**config.mk**
```make
export PLATFORM = sky130hd
export DESIGN_NAME = beta_mem_decode
export DESIGN_NICKNAME = d
export VERILOG_FILES = /design/src/rtl/beta_mem_decode_pkg.sv /design/src/rtl/beta_mem_decode_io.sv /design/src/rtl/beta_mem_decode.sv
export SDC_FILE = /design/constraint.sdc
export NUM_CORES = 1
export LEC_CHECK = 0
export ABC_AREA = 0
export ABC_CLOCK_PERIOD_IN_PS = 4140
export CORE_MARGIN = 2
export CORE_UTILIZATION = 37
export DETAILED_ROUTE_END_ITERATION = 7
export GPL_ROUTABILITY_DRIVEN = 0
export PLACE_DENSITY = 0.81
export SLEW_MARGIN = 10
export SYNTH_ARGS = -nofsm -noshare
export SYNTH_HDL_FRONTEND = slang
export SYNTH_SLANG_ARGS = --single-unit
```
**constraint.sdc**
```tcl
create_clock -name clk -period 4.14 [get_ports clk]
set_clock_uncertainty 0.2 [all_clocks]
set_input_delay 1.242 -clock clk [delete_from_list [all_inputs] [get_ports clk]]
set_output_delay 1.242 -clock clk [all_outputs]
set_load 0.05 [all_outputs]
```
**src/rtl/beta_mem_decode_pkg.sv**
```systemverilog
// Shared definitions for the beta data-port decode: region codes (also used by the
// read-data mux), the ma[15:14] region mapping and the IO handshake state encoding.
package beta_mem_decode_pkg;

    localparam logic [2:0] REG_RAM = 3'd0;
    localparam logic [2:0] REG_IO  = 3'd1;
    localparam logic [2:0] REG_SHR = 3'd2;
    localparam logic [2:0] REG_SHW = 3'd3;
    localparam logic [2:0] REG_BAD = 3'd4;

    typedef enum logic [1:0] {
        IO_IDLE = 2'd0,
        IO_WAIT = 2'd1,
        IO_DONE = 2'd2
    } io_state_e;

    function automatic logic [2:0] region_of(input logic [1:0] sel);
        logic [2:0] r;
        r = REG_RAM;
        case (sel)
            2'b00: r = REG_RAM;
            2'b01: r = REG_IO;
            2'b10: r = REG_SHR;
            2'b11: r = REG_SHW;
            default: r = REG_RAM;
        endcase
        return r;
    endfunction

endpackage

```
**src/rtl/beta_mem_decode_io.sv**
```systemverilog
// IO handshake for the beta data port: three-state FSM, timeout counter and the
// registered io_* request signals.
module beta_io_handshake
    import beta_mem_decode_pkg::*;
#(
    parameter int IO_AW      = 8,
    parameter int IO_TIMEOUT = 64
) (
    input  logic             clk,
    input  logic             reset_n,
    input  logic             start,
    input  logic             wr,
    input  logic [IO_AW-1:0] addr,
    input  logic [31:0]      wdata,
    input  logic             io_ack,
    output logic             stall,
    output logic             timeout_evt,
    output logic             io_req,
    output logic             io_we,
    output logic [IO_AW-1:0] io_addr,
    output logic [31:0]      io_wdata
);

    localparam int              CNT_W    = $clog2(IO_TIMEOUT);
    localparam logic [CNT_W-1:0] CNT_LAST = CNT_W'(IO_TIMEOUT - 1);

    io_state_e        state, state_nxt;
    logic [CNT_W-1:0] cnt;
    logic             timed_out;

    assign timed_out = (cnt == CNT_LAST);

    always_ff @(posedge clk or negedge reset_n) begin
        if (!reset_n) state <= IO_IDLE;
        else          state <= state_nxt;
    end

    // An ack arriving on the timeout cycle still completes the access normally.
    always_comb begin
        state_nxt = state;
        case (state)
            IO_IDLE: if (start) state_nxt = IO_WAIT;
            IO_WAIT: if (io_ack || timed_out) state_nxt = IO_DONE;
            IO_DONE: state_nxt = IO_IDLE;
            default: state_nxt = IO_IDLE;
        endcase
    end

    always_comb begin
        stall       = 1'b0;
        timeout_evt = 1'b0;
        case (state)
            IO_IDLE: stall = start;
            IO_WAIT: begin
                stall       = 1'b1;
                timeout_evt = timed_out && !io_ack;
            end
            default: ;
        endcase
    end

    always_ff @(posedge clk or negedge reset_n) begin
        if (!reset_n) begin
            io_req   <= 1'b0;
            io_we    <= 1'b0;
            io_addr  <= '0;
            io_wdata <= '0;
            cnt      <= '0;
        end else begin
            io_req <= (state_nxt == IO_WAIT);
            if (state == IO_IDLE && start) begin
                io_we    <= wr;
                io_addr  <= addr;
                io_wdata <= wdata;
                cnt      <= '0;
            end else if (state == IO_WAIT) begin
                cnt <= cnt + 1'b1;
            end
        end
    end

endmodule

```
**src/rtl/beta_mem_decode.sv**
```systemverilog
// Address decode and access control for the beta data port: region select, per-region
// enables, IO stall handshake and sticky/saturating error reporting.
module beta_mem_decode
    import beta_mem_decode_pkg::*;
#(
    parameter int RAM_AW     = 12,
    parameter int IO_AW      = 8,
    parameter int SH_AW      = 12,
    parameter int IO_TIMEOUT = 64,
    parameter int ERR_CNT_W  = 8
) (
    input  logic                 clk,
    input  logic                 reset_n,
    input  logic [31:0]          beta_ma,
    input  logic                 beta_moe,
    input  logic                 beta_wr,
    input  logic [31:0]          beta_mwd,
    output logic                 beta_stall,
    output logic [2:0]           read_select,
    output logic [RAM_AW-1:0]    ram_addr,
    output logic                 ram_we,
    output logic [IO_AW-1:0]     io_addr,
    output logic [31:0]          io_wdata,
    output logic                 io_req,
    output logic                 io_we,
    input  logic                 io_ack,
    output logic [SH_AW-1:0]     sh_rd_addr,
    output logic [SH_AW-1:0]     sh_wr_addr,
    output logic                 sh_wr_we,
    output logic [31:0]          mem_wdata,
    output logic                 err_unmapped,
    output logic                 err_wprot,
    output logic                 err_timeout,
    output logic [ERR_CNT_W-1:0] err_count,
    input  logic                 err_clear
);

    logic       unmapped, access, io_start;
    logic [2:0] region;
    logic       ev_unmapped, ev_wprot, ev_timeout;
    logic [1:0] n_ev;
    logic       unused_ma;

    function automatic logic [ERR_CNT_W-1:0] sat_add(input logic [ERR_CNT_W-1:0] a,
                                                     input logic [1:0] inc);
        logic [ERR_CNT_W:0] sum;
        sum = {1'b0, a} + {{(ERR_CNT_W-1){1'b0}}, inc};
        return sum[ERR_CNT_W] ? {ERR_CNT_W{1'b1}} : sum[ERR_CNT_W-1:0];
    endfunction

    assign unmapped    = |beta_ma[31:16];
    assign region      = unmapped ? REG_BAD : region_of(beta_ma[15:14]);
    assign access      = beta_moe | beta_wr;
    assign read_select = region;
    assign unused_ma   = ^beta_ma[1:0];

    // Upper in-region address bits are dropped, so each region aliases.
    assign ram_addr   = beta_ma[RAM_AW+1:2];
    assign sh_rd_addr = beta_ma[SH_AW+1:2];
    assign sh_wr_addr = beta_ma[SH_AW+1:2];
    assign mem_wdata  = beta_mwd;

    assign ram_we      = access & beta_wr & (region == REG_RAM);
    assign sh_wr_we    = access & beta_wr & (region == REG_SHW);
    assign io_start    = access & (region == REG_IO);
    assign ev_wprot    = access & beta_wr & (region == REG_SHR);
    assign ev_unmapped = access & unmapped;
    assign n_ev        = {1'b0, ev_unmapped} + {1'b0, ev_wprot} + {1'b0, ev_timeout};

    beta_io_handshake #(
        .IO_AW      (IO_AW),
        .IO_TIMEOUT (IO_TIMEOUT)
    ) u_io (
        .clk         (clk),
        .reset_n     (reset_n),
        .start       (io_start),
        .wr          (beta_wr),
        .addr        (beta_ma[IO_AW+1:2]),
        .wdata       (beta_mwd),
        .io_ack      (io_ack),
        .stall       (beta_stall),
        .timeout_evt (ev_timeout),
        .io_req      (io_req),
        .io_we       (io_we),
        .io_addr     (io_addr),
        .io_wdata    (io_wdata)
    );

    // Clear takes priority over any error arriving in the same cycle.
    always_ff @(posedge clk or negedge reset_n) begin
        if (!reset_n) begin
            err_unmapped <= 1'b0;
            err_wprot    <= 1'b0;
            err_timeout  <= 1'b0;
            err_count    <= '0;
        end else if (err_clear) begin
            err_unmapped <= 1'b0;
            err_wprot    <= 1'b0;
            err_timeout  <= 1'b0;
            err_count    <= '0;
        end else begin
            err_unmapped <= err_unmapped | ev_unmapped;
            err_wprot    <= err_wprot | ev_wprot;
            err_timeout  <= err_timeout | ev_timeout;
            err_count    <= sat_add(err_count, n_ev);
        end
    end

endmodule

```
# After elaboration in Yosys (flattened, before gate mapping)
# Index checks and enable logic that the tools add are counted.
# totals
register_bits,61
output_inout_bits,127
elab_cells,56
# op_classes
add_sub_neg,4
eq_ne,9
mux,14
n_bitwise,10
n_reduce_logical,9
# ops
cell,n
8-bit two-way mux,2
16-bit OR reduction,1
6-bit two-way mux,2
3-bit one-hot mux with 4 select lines,1
8-bit by 2-bit adder with 9-bit output,1
6-bit by 1-bit adder with 6-bit output (second input constant),1
1-bit AND,6
2-bit by 1-bit == test with 1-bit output (second input constant),3
3-bit by 2-bit == test with 1-bit output (second input constant),2
6-bit == test (second input constant),1
2-bit == test (second input constant),2
2-bit zero test,2
1-bit two-way mux,4
2-bit two-way mux,2
1-bit OR,4
2-bit one-hot mux with 2 select lines,1
3-bit by 1-bit == test with 1-bit output (second input constant),1
3-bit zero test,1
3-bit two-way mux,1
1-bit by 1-bit adder with 2-bit output,1
2-bit by 1-bit adder with 2-bit output,1
1-bit logical AND,2
1-bit one-hot mux with 2 select lines,1
2-bit nonzero test,1
2 further kinds,2

# Depth between registers and ports, before layout
# logic_depth
ltp_word,10
depth_mapped,11
depth_no_buf,11

# By module
# From an unflattened synthesis, not the netlist that was laid out.
# unflattened
hier_cells,267
area_unflattened_um2,3171.8
# by_module_without_submodules
mod,instances,cells_each,area_each_um2
beta_io_handshake,1,126,1973.1
beta_mem_decode,1,141,1198.6

# Least setup slack after synthesis
# No wires, ideal clock.
# synth_timing
path_type,input to output
start,input port beta_ma[28]
end,output port ram_we
arrival_time_ns,3.536
t_required_ns,2.698
setup_slack_ns,-0.838
stages,3
path_buffers,0
path_cell_list,nor4_2 > nand4_4 > nor4b_1
# synth_via
elab_chain_len,4
# synth_lines
item,line,source
"start, declared",beta_mem_decode.sv:14,"input logic [31:0] beta_ma,"
16-bit OR reduction,beta_mem_decode.sv:51,assign unmapped = |beta_ma[31:16];
via unmapped,beta_mem_decode.sv:38,"logic unmapped, access, io_start;"
3-bit two-way mux,beta_mem_decode.sv:52,assign region = unmapped ? REG_BAD : region_of(beta_ma[15:14]);
3-bit zero test,beta_mem_decode.sv:63,assign ram_we = access & beta_wr & (region == REG_RAM);
1-bit AND,beta_mem_decode.sv:63,
"end, declared",beta_mem_decode.sv:21,"output logic ram_we,"
# The timed path passes the listed nets, and every way through them passes these cells.

# Worst setup path after layout
# layout_timing
start,input port beta_ma[28]
end,output port sh_wr_we
# layout_via
elab_chain_len,4
# layout_lines
item,line,source
16-bit OR reduction,beta_mem_decode.sv:51,
3-bit two-way mux,beta_mem_decode.sv:52,
3-bit by 2-bit == test with 1-bit output,beta_mem_decode.sv:64,assign sh_wr_we = access & beta_wr & (region == REG_SHW);
1-bit AND,beta_mem_decode.sv:64,
"end, declared",beta_mem_decode.sv:29,"output logic sh_wr_we,"
# Every way passes these cells.

==> impl_metrics.yaml <==
floorplan:
  start_util_pct: 38.4
  num_rows: 33
  die_y_um: 96.6
  boundaryPins: 197
  chipWidth_um: 96.6
  core_um2: 8260
  dieArea_um2: 9340
power_and_ir_drop:
  ir_drop_mv: 0.168
  power.leakage_nw: 2.34
  powerDensity_nw_per_um2: 274
setup_path:
  crit_buf_inv: 3
  path_class: "primary input to output port"
  crit_fanout: 3
  worstPathRequired_ps: 2700
  crit_slowest_cell: "clkdlybuf4s50_1"
  slowest_delay_ps: 450
  endpoint_kind: "output port"
  start_kind: "primary input"
  critPathTopFamily: "buffers and inverters"
  path_cells: "clkdlybuf4s50_1 > nor4_4 > nand4_4 > buf_6 > nor2_4 > and3_4 > buf_12"
  arrival_ps: 2640
clocking:
  cts_tree: "done"
  htreeDepth: 3
  path_clk_slew_ps: 60
  cts_max_path_buffers: 2
  cts_made_buffers: 9
  clock-sinks: 61
  hold_buffers: 0
  clk_latency_ps: 320
  root_buffer: "clkbuf_8"
synthesis:
  syn_area_um2: 3170
  ys_types: 39
  synthCells: 267
  synth_seq_cells: 61
  synth.area.top_cells: "dfrtp_1, buf_4, mux2_1"
  synth_top_cell_by_area: "dfrtp_1"
  yosysTopAreaCellShare_pct: 48.1
  ys_seq_area_share_pct: 48.1
  ys_warn_count: 0
  syn_avg_cell_area_um2: 11.9
  syn-num-nets: 342
final_layout:
  final_util_pct: 59.0
  nets: 473
  area_growth_pct: 53.4
  antennaDiodeCount: 0
  final_cells: 508
  drive_above_1_share_pct: 26.8
hold_path:
  hp-class: "flop to flop"
timing:
  period_minus_slack_ps: 4080
  post-route-period-util_pct: 98.5
  setup_slack_ps: 62.2
  setup_viol: 0
  worst_slew_pin_slew_ps: 620
  relSlewSlack_pct: 58.7
  finalMaxSlewViolations: 0
  finalHoldViolCount: 0
  clock.fmax_mhz: 245
global_route:
  grt_pass1_vias: 2413
  grt.overflow.total: 0
  grt_usage_pct: 15.6
  antenna_found_initial: 0
  grt_pass1_wl_um: 12000
  grt_max_degree: 47
placed_design:
  io_buffers: 178
  dp_cells: 486
  dpl.hpwl_um: 5770
  post-place-ws_ps: -315
drt:
  vias: 2398
  drc_errors: 0
  routed_via_density: 4.72
  first_pass_iters: 4
  drt_iter0_markers: 39
  drt-total-wl_um: 7460
  antenna_left: 0
  routedWlPerCell_um: 14.7
outcome:
  status: "finished clean"
flow_run:
  max_cap_violations: 0
## state kept, by name, summed over array words and instances (netlist names)
register       cells
err_wprot          1
err_timeout        1
u_io.state         2
err_unmapped       1
u_io.io_we         1
u_io.cnt           6
err_count          8
u_io.io_addr       8
u_io.io_req        1
u_io.io_wdata     32
## worst reg2reg max path: cells and delay by family (launching register included)
kind / cells / cell delay (ps)
adder cells (fa/ha/maj): 4 / 1280
AND/OR/NAND/NOR: 6 / 1140
flip-flops: 1 / 390
buffers and inverters: 2 / 180
## placed cells by master, fill, tap and decap left out, types with 3 or more instances in the layout
cell	instances
a21oi_1	10
buf_12	13
buf_4	64
clkbuf_8	9
clkdlybuf4s50_1	102
clkinv_2	4
dfrtp_1	61
dlygate4sd2_1	12
ha_1	3
inv_1	8
mux2_1	41
nand2_1	10
nand3_1	4
nor2_1	9
nor2b_1	5
nor4_4	4
o211ai_1	3
o21ai_1	3
xnor2_1	3
## path summary, 6_finish.rpt
| check | from | endpoint | slack (ps) | cells after the start |
|---|---|---|---|---|
| worst max-delay path | beta_ma[28] | sh_wr_we | 60 | 7 |
| worst min-delay path | u_io.io_wdata[31] | u_io.io_wdata[31] | 280 | 1 |
| worst max register to register | u_io.cnt[0] | err_count[6] | 890 | 12 |
| worst min register to register | u_io.io_wdata[31] | u_io.io_wdata[31] | 280 | 1 |
| max in group asynchronous | reset_n | u_io.io_wdata[10] | 2150 | 2 |
| min in group asynchronous | reset_n | u_io.io_wdata[26] | 730 | 1 |
## repair_timing
| action | CTS | global route |
|---|---|---|
| endpoints found under the setup margin | 4 | 9 |
| pin swaps | 5 | 2 |
| buffers inserted | 3 | 3 |
| resized for setup | 20 | 4 |
## routing by layer
metal / vias to the layer above / GRT usage (%) / wire [µm]
met4: 0 / 5.42 / 87
met1: 1153 / 17.8 / 2910
met5: - / 0 / 0
li1: 1123 / - / -
met2: 113 / 27.6 / 3870
met3: 9 / 4.91 / 589
## per-stage QoR
| step | area, µm² | power (W) | TNS (ps) | hold slack [ps] |
|---|---|---|---|---|
| after floorplan | 3190 | 0.000835 | -174 | 279 |
| after global placement | 4620 | 0.000915 | -1890 | 268 |
| after detailed placement | 4620 | 0.000919 | -2790 | 274 |
| after CTS | 4840 | 0.00136 | 0 | 288 |
| after global routing | 4870 | 0.00140 | -13.2 | 296 |
| final | 4870 | 0.00134 | 0 | 284 |
## layout make-up
cell class	count	area, µm²
Timing Repair Buffer	195	1910
Fill cell	705	3390
Inverter	8	30.0
Clock buffer	11	131
Multi-Input combinational cell	123	1120
Sequential cell	61	1530
Clock inverter	5	27.5
Tap cell	105	131
## cells in the mapped netlist (all sizes together)
| cell type | count |
|---|---|
| nor2b | 5 |
| o21ba | 1 |
| clkbuf | 2 |
| nand2b | 1 |
| buf | 73 |
| ha | 3 |
| or4 | 1 |
| o211ai | 3 |
| mux2 | 41 |
| o2111ai | 1 |
| o22ai | 1 |
| or3 | 1 |
| and3 | 1 |
| fa | 2 |
| and4 | 1 |
| inv | 8 |
| mux2i | 1 |
| xnor2 | 3 |
| nor2 | 11 |
| o21ai | 5 |
| nand4 | 2 |
| nor4 | 4 |
| nor4b | 2 |
| nand2 | 10 |
| a31oi | 1 |
| a211oi | 1 |
| and4b | 1 |
| a21oi | 10 |
| nand3 | 4 |
| dfrtp | 61 |
| nor3 | 2 |
| or2 | 1 |
| xor2 | 1 |
| o32ai | 2 |
## power by group
part	switching [W]	total [W]	internal, W
clock	0.000216	0.000428	0.000213
combinational	0.000183	0.000298	0.000115
sequential	0.00000679	0.000609	0.000603
total	0.000405	0.00134	0.000931
## cell families (layout without fill, tap and decap cells)
kind of cell / Yosys count / after routing / synth area share [%]
compound gates: 25 / 25 / 4.85
buf+inv: 83 / 219 / 18.9
flops: 61 / 61 / 48.1
mux: 42 / 42 / 14.9
xor+xnor: 4 / 4 / 1.10
simple gates: 47 / 47 / 9.74
fa+ha+maj: 5 / 5 / 2.44
No activity file was read; power rests on OpenSTA's default activity.
